**src/rtl/bpmc_pkg.sv**
```systemverilog
// Shared definitions for the bipolar pulse-timing sequencer.
// Contents:
//   bpmc_state_t  - sequencer FSM state encoding (also driven on state_dbg)
//   BPMC_CNT_W    - default width of the delay/width/period fields
//   BPMC_BURST_W  - default width of the burst count field
package bpmc_pkg;

  localparam int BPMC_CNT_W   = 16;
  localparam int BPMC_BURST_W = 8;

  typedef enum logic [2:0] {
    ST_IDLE  = 3'd0,
    ST_DELAY = 3'd1,
    ST_HIGH  = 3'd2,
    ST_LOW   = 3'd3,
    ST_FIN   = 3'd4
  } bpmc_state_t;

endpackage

```
**src/rtl/bpmc_down_counter.sv**
```systemverilog
// Loadable down-counter with terminal-count flag.
// Ports:
//   clk, rst    - rising-edge clock, synchronous active-high reset
//   load        - load load_value this cycle (takes priority over counting)
//   load_value  - value loaded when load is high
//   tc          - high while the count is zero
// The count holds at zero instead of wrapping, so tc stays high until the
// next load.
module bpmc_down_counter #(
  parameter int W = 16
) (
  input  logic         clk,
  input  logic         rst,
  input  logic         load,
  input  logic [W-1:0] load_value,
  output logic         tc
);

  localparam logic [W-1:0] ONE = W'(1);

  logic [W-1:0] count;

  always_ff @(posedge clk) begin
    if (rst) begin
      count <= '0;
    end else if (load) begin
      count <= load_value;
    end else if (count != '0) begin
      count <= count - ONE;
    end
  end

  assign tc = (count == '0);

endmodule

```
**src/rtl/bpmc_pulse_timer.sv**
```systemverilog
// Programmable pulse-timing sequencer for the bipolar pulse path. Issues
// one-cycle front and rear strobes for the downstream pulse combiner.
// Ports:
//   Clock, Reset         - rising-edge clock, synchronous active-high reset
//   Start, Stop          - level-sampled run start / abort
//   Delay, Width, Period - timing fields in cycles, latched at start
//   Burst                - number of pulses, 0 = continuous
//   Front_out, Rear_out  - one-cycle edge strobes
//   Busy                 - high while a run is active
//   Done                 - one-cycle pulse at normal burst completion
//   Err                  - one-cycle pulse when Start sees a bad config
//   state_dbg            - current FSM state (bpmc_state_t encoding)
// Handshake: Start is accepted only when sampled high in IDLE with Stop low;
// there is no ready signal, the requester watches Busy to know when a new
// Start will be taken (first cycle Busy is low).
module bpmc_pulse_timer
  import bpmc_pkg::*;
#(
  parameter int CNT_W   = BPMC_CNT_W,
  parameter int BURST_W = BPMC_BURST_W
) (
  input  logic               Clock,
  input  logic               Reset,
  input  logic               Start,
  input  logic               Stop,
  input  logic [CNT_W-1:0]   Delay,
  input  logic [CNT_W-1:0]   Width,
  input  logic [CNT_W-1:0]   Period,
  input  logic [BURST_W-1:0] Burst,
  output logic               Front_out,
  output logic               Rear_out,
  output logic               Busy,
  output logic               Done,
  output logic               Err,
  output logic [2:0]         state_dbg
);

  localparam logic [CNT_W-1:0]   ONE  = CNT_W'(1);
  localparam logic [BURST_W-1:0] BONE = BURST_W'(1);

  bpmc_state_t state, next_state;

  logic [CNT_W-1:0]   width_q, period_q;
  logic [BURST_W-1:0] burst_q, pulse_cnt;
  logic               abort_q, abort_next;
  logic               accept, err_next;
  logic               ph_load, ph_tc;
  logic [CNT_W-1:0]   ph_load_value;

  // One counter times every phase. It is loaded with (length - 1) on entry
  // to a phase so tc marks the last cycle of that phase. Delay is consumed
  // directly by this load, so it needs no shadow register of its own.
  bpmc_down_counter #(.W(CNT_W)) u_phase_cnt (
    .clk        (Clock),
    .rst        (Reset),
    .load       (ph_load),
    .load_value (ph_load_value),
    .tc         (ph_tc)
  );

  always_comb begin
    next_state    = state;
    ph_load       = 1'b0;
    ph_load_value = '0;
    accept        = 1'b0;
    err_next      = 1'b0;
    abort_next    = 1'b0;
    case (state)
      ST_IDLE: begin
        if (Start && !Stop) begin
          if (Width == '0 || Period <= Width) begin
            err_next = 1'b1;
          end else begin
            accept  = 1'b1;
            ph_load = 1'b1;
            // Zero delay skips DELAY so the front lands the cycle after Start.
            if (Delay == '0) begin
              next_state    = ST_HIGH;
              ph_load_value = Width - ONE;
            end else begin
              next_state    = ST_DELAY;
              ph_load_value = Delay - ONE;
            end
          end
        end
      end
      ST_DELAY: begin
        if (Stop) begin
          next_state = ST_IDLE;
        end else if (ph_tc) begin
          next_state    = ST_HIGH;
          ph_load       = 1'b1;
          ph_load_value = width_q - ONE;
        end
      end
      ST_HIGH: begin
        // An abort still closes the open pulse: pass through LOW for the
        // rear strobe, then straight to IDLE.
        if (Stop) begin
          next_state = ST_LOW;
          abort_next = 1'b1;
        end else if (ph_tc) begin
          next_state    = ST_LOW;
          ph_load       = 1'b1;
          ph_load_value = period_q - width_q - ONE;
        end
      end
      ST_LOW: begin
        if (abort_q || Stop) begin
          next_state = ST_IDLE;
        end else if (burst_q != '0 && pulse_cnt == burst_q) begin
          next_state = ST_FIN;
        end else if (ph_tc) begin
          next_state    = ST_HIGH;
          ph_load       = 1'b1;
          ph_load_value = width_q - ONE;
        end
      end
      ST_FIN: begin
        next_state = ST_IDLE;
      end
      default: begin
        next_state = ST_IDLE;
      end
    endcase
  end

  // Outputs are registered from the state transition, so each strobe is
  // visible in the first cycle of the state it announces.
  always_ff @(posedge Clock) begin
    if (Reset) begin
      state     <= ST_IDLE;
      width_q   <= '0;
      period_q  <= '0;
      burst_q   <= '0;
      pulse_cnt <= '0;
      abort_q   <= 1'b0;
      Front_out <= 1'b0;
      Rear_out  <= 1'b0;
      Busy      <= 1'b0;
      Done      <= 1'b0;
      Err       <= 1'b0;
    end else begin
      state   <= next_state;
      abort_q <= abort_next;
      if (accept) begin
        width_q   <= Width;
        period_q  <= Period;
        burst_q   <= Burst;
        pulse_cnt <= '0;
      end else if (state == ST_HIGH && next_state == ST_LOW) begin
        // Wraps freely in continuous mode; only compared when Burst != 0.
        pulse_cnt <= pulse_cnt + BONE;
      end
      Front_out <= (next_state == ST_HIGH) && (state != ST_HIGH);
      Rear_out  <= (next_state == ST_LOW) && (state != ST_LOW);
      Busy      <= (next_state != ST_IDLE);
      Done      <= (next_state == ST_FIN);
      Err       <= err_next;
    end
  end

  assign state_dbg = state;

endmodule
```
**config.mk**
```make
export PLATFORM = sky130hd
export DESIGN_NAME = bpmc_pulse_timer
export DESIGN_NICKNAME = d
export VERILOG_FILES = /design/src/rtl/bpmc_pkg.sv /design/src/rtl/bpmc_down_counter.sv /design/src/rtl/bpmc_pulse_timer.sv
export SDC_FILE = /design/constraint.sdc
export NUM_CORES = 1
export LEC_CHECK = 0
export ABC_AREA = 0
export CORE_MARGIN = 2
export CORE_UTILIZATION = 25
export CTS_CLUSTER_DIAMETER = 120
export DETAILED_ROUTE_END_ITERATION = 6
export GPL_TIMING_DRIVEN = 0
export HOLD_SLACK_MARGIN = 0.08
export PLACE_DENSITY = 0.49
export SETUP_SLACK_MARGIN = 0.4
export SYNTH_ARGS = -nofsm -noshare
export SYNTH_HDL_FRONTEND = slang
export SYNTH_SLANG_ARGS = --single-unit
```
**constraint.sdc**
```tcl
create_clock -name Clock -period 3.5 [get_ports Clock]
set_input_delay 0.7 -clock Clock [delete_from_list [all_inputs] [get_ports Clock]]
set_output_delay 0.7 -clock Clock [all_outputs]
set_load 0.03 [all_outputs]
```
======== Word-level counts from Yosys, hierarchy flattened ========
Cells that the tools add are included.
storage, ports and cells
  output and inout bits ................... 8
  register bits after elaboration ......... 73
  logic and storage cells ................. 84
  input bits .............................. 60
operators by class
  order comparisons ....................... 1
  bitwise logic cells ..................... 3
  reductions and logical operators ........ 20
  add/sub/neg operators ................... 7
  equal/unequal tests ..................... 9
  muxes and demuxes ....................... 32
operators by type and width
  cell                                                  count
  2-to-1 mux 16 bit                                     11
  subtractor 16 x 1 -> 16 bit (second input constant)   5
  case mux 16 bit (4 select lines)                      1
  zero test 16 bit                                      3
  2-to-1 mux 3 bit                                      8
  <= comparator 16 bit                                  1
  nonzero test 16 bit                                   1
  subtractor 16 bit                                     1
  equality test 3 x 2 -> 1 bit (second input constant)  4
  case mux 3 bit (4 select lines)                       1
  2-to-1 mux 1 bit                                      9
  adder 8 x 1 -> 8 bit (second input constant)          1
  equality test 8 bit                                   1
  nonzero test 8 bit                                    1
  != test 3 x 2 -> 1 bit (second input constant)        2
  OR reduction 2 bit                                    3
  logical AND 1 bit                                     5
  equality test 3 x 1 -> 1 bit (second input constant)  1
  equality test 3 bit (second input constant)           1
  zero test 3 bit                                       1
  inverter 1 bit                                        3
  case mux 1 bit (3 select lines)                       1
  nonzero test 3 bit                                    1
  OR reduction 3 bit                                    1
  other kinds (4)                                       5

======== Logic depth before layout (Yosys ltp) ========
  word-level depth ........................ 7
  depth in mapped cells ................... 13

======== By module ========
From an unflattened synthesis, not the netlist that was laid out.
unflattened totals
  cells, all modules ...................... 723
  area, all modules ....................... 5585.4 µm²
modules (own cells, without submodules)
  module             area an instance (µm²)  sequential area each (µm²)  times used  cells an instance
  bpmc_pulse_timer   4683.2                  1141.1                      1           611
  bpmc_down_counter  902.1                   320.3                       1           112

======== Worst setup path before layout ========
No wires, ideal clock.
  path type ............................... input -> register
  start point ............................. input port Delay[3]
  end point ............................... register u_phase_cnt.count[14]
  setup slack ............................. 0.204 ns
  cell stages on the path ................. 13
  arrival time ............................ 3.159 ns
  setup time .............................. 0.137 ns
  path through ............................ nor3_1 > nand3_1 > nor2_2 > clkbuf_1 > a21oi_1 > ha_1 > inv_1 > a311o_1 > nor4_4 > o211ai_1 > xor2_1 > a221oi_1 > a221oi_2
on the way
  cells in the longest elaborated chain, start to end .. 6
  elaborated cells between the ends (all ways) .. 7
ends and longest elaborated chain
  what                                                             line                                            source
  from (decl)                                                      bpmc_pulse_timer.sv:26                          input logic [CNT_W-1:0] Delay,
  subtractor 16 x 1 -> 16 bit or zero test 16 bit (tied branches)  bpmc_pulse_timer.sv:82, bpmc_pulse_timer.sv:77
  2-to-1 mux 16 bit *                                              bpmc_pulse_timer.sv:77                          if (Delay == '0) begin
  2-to-1 mux 16 bit *                                              bpmc_pulse_timer.sv:71                          if (Width == '0 || Period <= Width) begin
  2-to-1 mux 16 bit *                                              bpmc_pulse_timer.sv:70                          if (Start && !Stop) begin
  case mux 16 bit (4 select lines) *                               bpmc_pulse_timer.sv:68                          case (state)
  2-to-1 mux 16 bit *                                              bpmc_down_counter.sv:26                         end else if (load) begin
  to (signal assigned)                                             bpmc_down_counter.sv:27                         count <= load_value;
  to (signal assigned)                                             bpmc_down_counter.sv:29                         count <= count - ONE;
  to (decl)                                                        bpmc_down_counter.sv:21                         logic [W-1:0] count;
Mark *: on every way between the ends. The rest lies on a longest branch, timed or not.
A chain may end at the register's enable or synchronous reset.

======== Worst setup path after layout ========
  start point ............................. input port Width[15]
  end point ............................... register Busy
on the way
  cells in the longest elaborated chain, start to end .. 6
  elaborated cells between the ends (all ways) .. 7
ends and longest elaborated chain
  what                                                      line                     source
  from (decl)                                               bpmc_pulse_timer.sv:27   input logic [CNT_W-1:0] Width,
  <= comparator 16 bit or zero test 16 bit (tied branches)  bpmc_pulse_timer.sv:71
  logical OR 1 bit *                                        bpmc_pulse_timer.sv:71
  2-to-1 mux 3 bit *                                        bpmc_pulse_timer.sv:71
  2-to-1 mux 3 bit *                                        bpmc_pulse_timer.sv:70
  case mux 3 bit (4 select lines) *                         bpmc_pulse_timer.sv:68
  nonzero test 3 bit *                                      bpmc_pulse_timer.sv:157  Busy <= (next_state != ST_IDLE);
  to (signal assigned)                                      bpmc_pulse_timer.sv:157
  to (decl)                                                 bpmc_pulse_timer.sv:32   output logic Busy,
Marked as above.

==> impl_metrics.json <==
{
  "status": "finished clean",
  "die_w_um": 149.8,
  "routed.top_layer": "met4",
  "ys_seq_area_frac": 0.2748,
  "clock_latency_ps": 350,
  "grt_max_degree": 14,
  "multi_input_area_um2": 3824,
  "nets": 859,
  "io_buffers": 67,
  "final_max_slew_viol_count": 0,
  "drc_errors": 0,
  "wl_per_cell_um": 17.50,
  "required_ps": 3730,
  "worst_setup_path_start_kind": "input pin",
  "synth-seq-cells": 73,
  "cts.hold.buffers_added": 0,
  "cts_tree": "built",
  "first_iter_violations": 268,
  "hp-class": "flip-flop to flip-flop",
  "wl_met3_um": 601,
  "seq_area_um2": 1461,
  "antenna_found_initial": 0,
  "critPathCaptureType": "flip-flop",
  "h-tree-depth": 3,
  "cts-root-buf": "clkbuf_16",
  "via_count": 5172,
  "slowest_stage": "a221o_2",
  "grt_pass1_wl_mm": 28.78,
  "fin_crit_sh": 0.8733,
  "synth_commonest_cells": "nor2_1 (98), dfxtp_1 (73), a21oi_1 (64)",
  "setup_tns_ps": 0,
  "drt_first_pass_iters": 5,
  "power_leakage_uw": 0.002810,
  "clockBufferDepth": 2,
  "finalSetupViolations": 0,
  "drive_above_1_share": 0.1654,
  "yosysWarnings": 0,
  "final_core_util": 0.3353,
  "synth_most_common_cell": "nor2_1",
  "synthFlopType": "dfxtp_1",
  "totalWireLength_mm": 18.25,
  "nFillCells": 2287,
  "irDropWorstVdd_v": 0.0001889,
  "critPathArrivalTime_ps": 3290,
  "slew_headroom": 0.5652,
  "initial_core_util": 0.2538,
  "postSynth.asyncResetShare": 0,
  "synthesis.nets": 759,
  "syn_area_per_cell_um2": 8.021,
  "viasPerCell": 4.959,
  "wl_met1_mm": 8.856,
  "yosysUniqueCellTypes": 71,
  "yosys.area.top_type": "dfxtp_1",
  "num_rows": 53,
  "netlist_area_um2": 5318,
  "cp_max_fo": 4,
  "first_global_vias": 5057,
  "grt_usage": 0.1676,
  "max_stage_delay_ps": 350,
  "hold_viol_final": 0,
  "cap_violations": 0,
  "power_density_nw_per_um2": 473.1,
  "synthCells": 663,
  "core_area_um2": 20960,
  "synth.area.top_cells": "dfxtp_1 (27%), ha_1 (8.2%), nor2_1 (6.9%), xnor2_1 (6.1%), a21oi_1 (6.0%)",
  "layout_min_cycle_time_ps": 3057,
  "cts_buffers": 9,
  "chipHeight_um": 149.8,
  "rsz0062_at_grt": "yes",
  "die-area_um2": 22450,
  "antennaDiodeCount": 0,
  "dr_wl_met2_mm": 8.405,
  "io_pins": 68,
  "synth_edf_count": 0,
  "postRouteAntennaNets": 0,
  "hpwl_mm": 14.38,
  "clkSlewWorstSetupHoldPaths_ps": 60,
  "yosysTopAreaCellShare": 0.2748,
  "area_growth_syn_to_layout_pct": 32.12,
  "grt_overflow": 0,
  "skew_ps": 9.099,
  "fmax_mhz": 327.2,
  "path_class": "input pin to flip-flop",
  "cts.sinks": 73,
  "gp_congestion": 0.9058,
  "tightest_slew_ps": 652.2,
  "path_cells": "dlygate4sd2_1, inv_1, ha_1, nand4_1, buf_6, nor2_1, a221o_2, o31a_1, buf_4, inv_2, o22ai_1, o21ba_2, or3_1"
}
## final cells by class
type,instances,share of cell area
Sequential cell,73,0.2080
Clock buffer,10,0.03259
Multi-Input combinational cell,527,0.5443
Timing Repair Buffer,89,0.1092
Buffer,21,0.01817
Tap cell,275,0.04898
Clock inverter,6,0.01638
Inverter,42,0.02244
## stage by stage
step | setup slack [ps] | cells | cell area, um2 | hold WS (ps) | power, uW
5_1_grt | 392.8 | 1043 | 7025 | 549.6 | 3536
6_report | 443.3 | 1043 | 7025 | 536.6 | 3324
4_1_cts | 399.5 | 1038 | 6939 | 527.7 | 3320
2_1_floorplan | 454.2 | 663 | 5329 | 464.6 | 1870
3_5_place_dp | -1259 | 1005 | 6344 | 502.7 | 2194
3_3_place_gp | -1281 | 1005 | 6344 | 502.8 | 2197
## sequential cells by signal, indices dropped and copies added (netlist names)
register / count
Done: 1
abort_q: 1
Front_out: 1
state_dbg: 3
period_q: 16
Rear_out: 1
u_phase_cnt.count: 16
Err: 1
pulse_cnt: 8
width_q: 16
Busy: 1
burst_q: 8
## cell families (layout without fill, tap and decap cells)
group           count (synthesis)  in the layout  synth area share
compound gates                156            156            0.2005
xor+xnor                       56             56           0.09224
fa+ha+maj                      36             36           0.08612
buf+inv                        63            168           0.04706
flops                          73             73            0.2748
mux                            29             29           0.05482
simple gates                  250            250            0.2445
## power by group
part / internal [uW] / switching (uW)
clock network: 700 / 388
logic: 565 / 646
registers: 921 / 103
## layer usage
layer  GRT usage  vias to the layer above
met5           0                        -
met2      0.2724                      111
li1            -                     2615
met1      0.2281                     2419
met4     0.05613                        0
met3     0.02287                       27
## final timing paths
kind | slack (ps) | startpoint | endpoint | cells after the start
setup / recovery | 440 | Width[15] | Busy | 13
setup reg to reg | 600 | u_phase_cnt.count[0] | u_phase_cnt.count[3] | 10
hold / removal | 540 | burst_q[5] | burst_q[5] | 2
hold reg to reg | 540 | burst_q[5] | burst_q[5] | 2
## worst max-delay path: cells and delay by family
| family | cells | cell delay (ps) |
|---|---|---|
| compound gates | 4 | 1060 |
| buf+inv | 5 | 750 |
| simple gates | 3 | 490 |
| fa+ha+maj | 1 | 290 |
## cells in the final DEF (no fill, tap or decap), types with 9 or more instances in the layout
master / count
nor2_1: 98
dfxtp_1: 73
a21oi_1: 60
inv_1: 41
xnor2_1: 37
nand2_1: 29
clkbuf_2: 28
mux2i_1: 28
ha_1: 28
nor3_1: 21
buf_4: 21
clkdlybuf4s50_1: 20
nand3_1: 19
xor2_1: 19
dlymetal6s2s_1: 16
or3_1: 13
nand4_1: 12
o21ai_0: 12
a31oi_1: 10
clkbuf_1: 9
clkbuf_16: 9
## repair_timing
| item | in CTS | in global routing |
|---|---|---|
| pin swaps | 16 | 23 |
| endpoints found under the setup margin | 69 | 53 |
| gates cloned | 1 | 0 |
| resized for setup | 73 | 82 |
| buffers inserted | 16 | 5 |
Note: power is estimated with default switching activity, not from simulation.
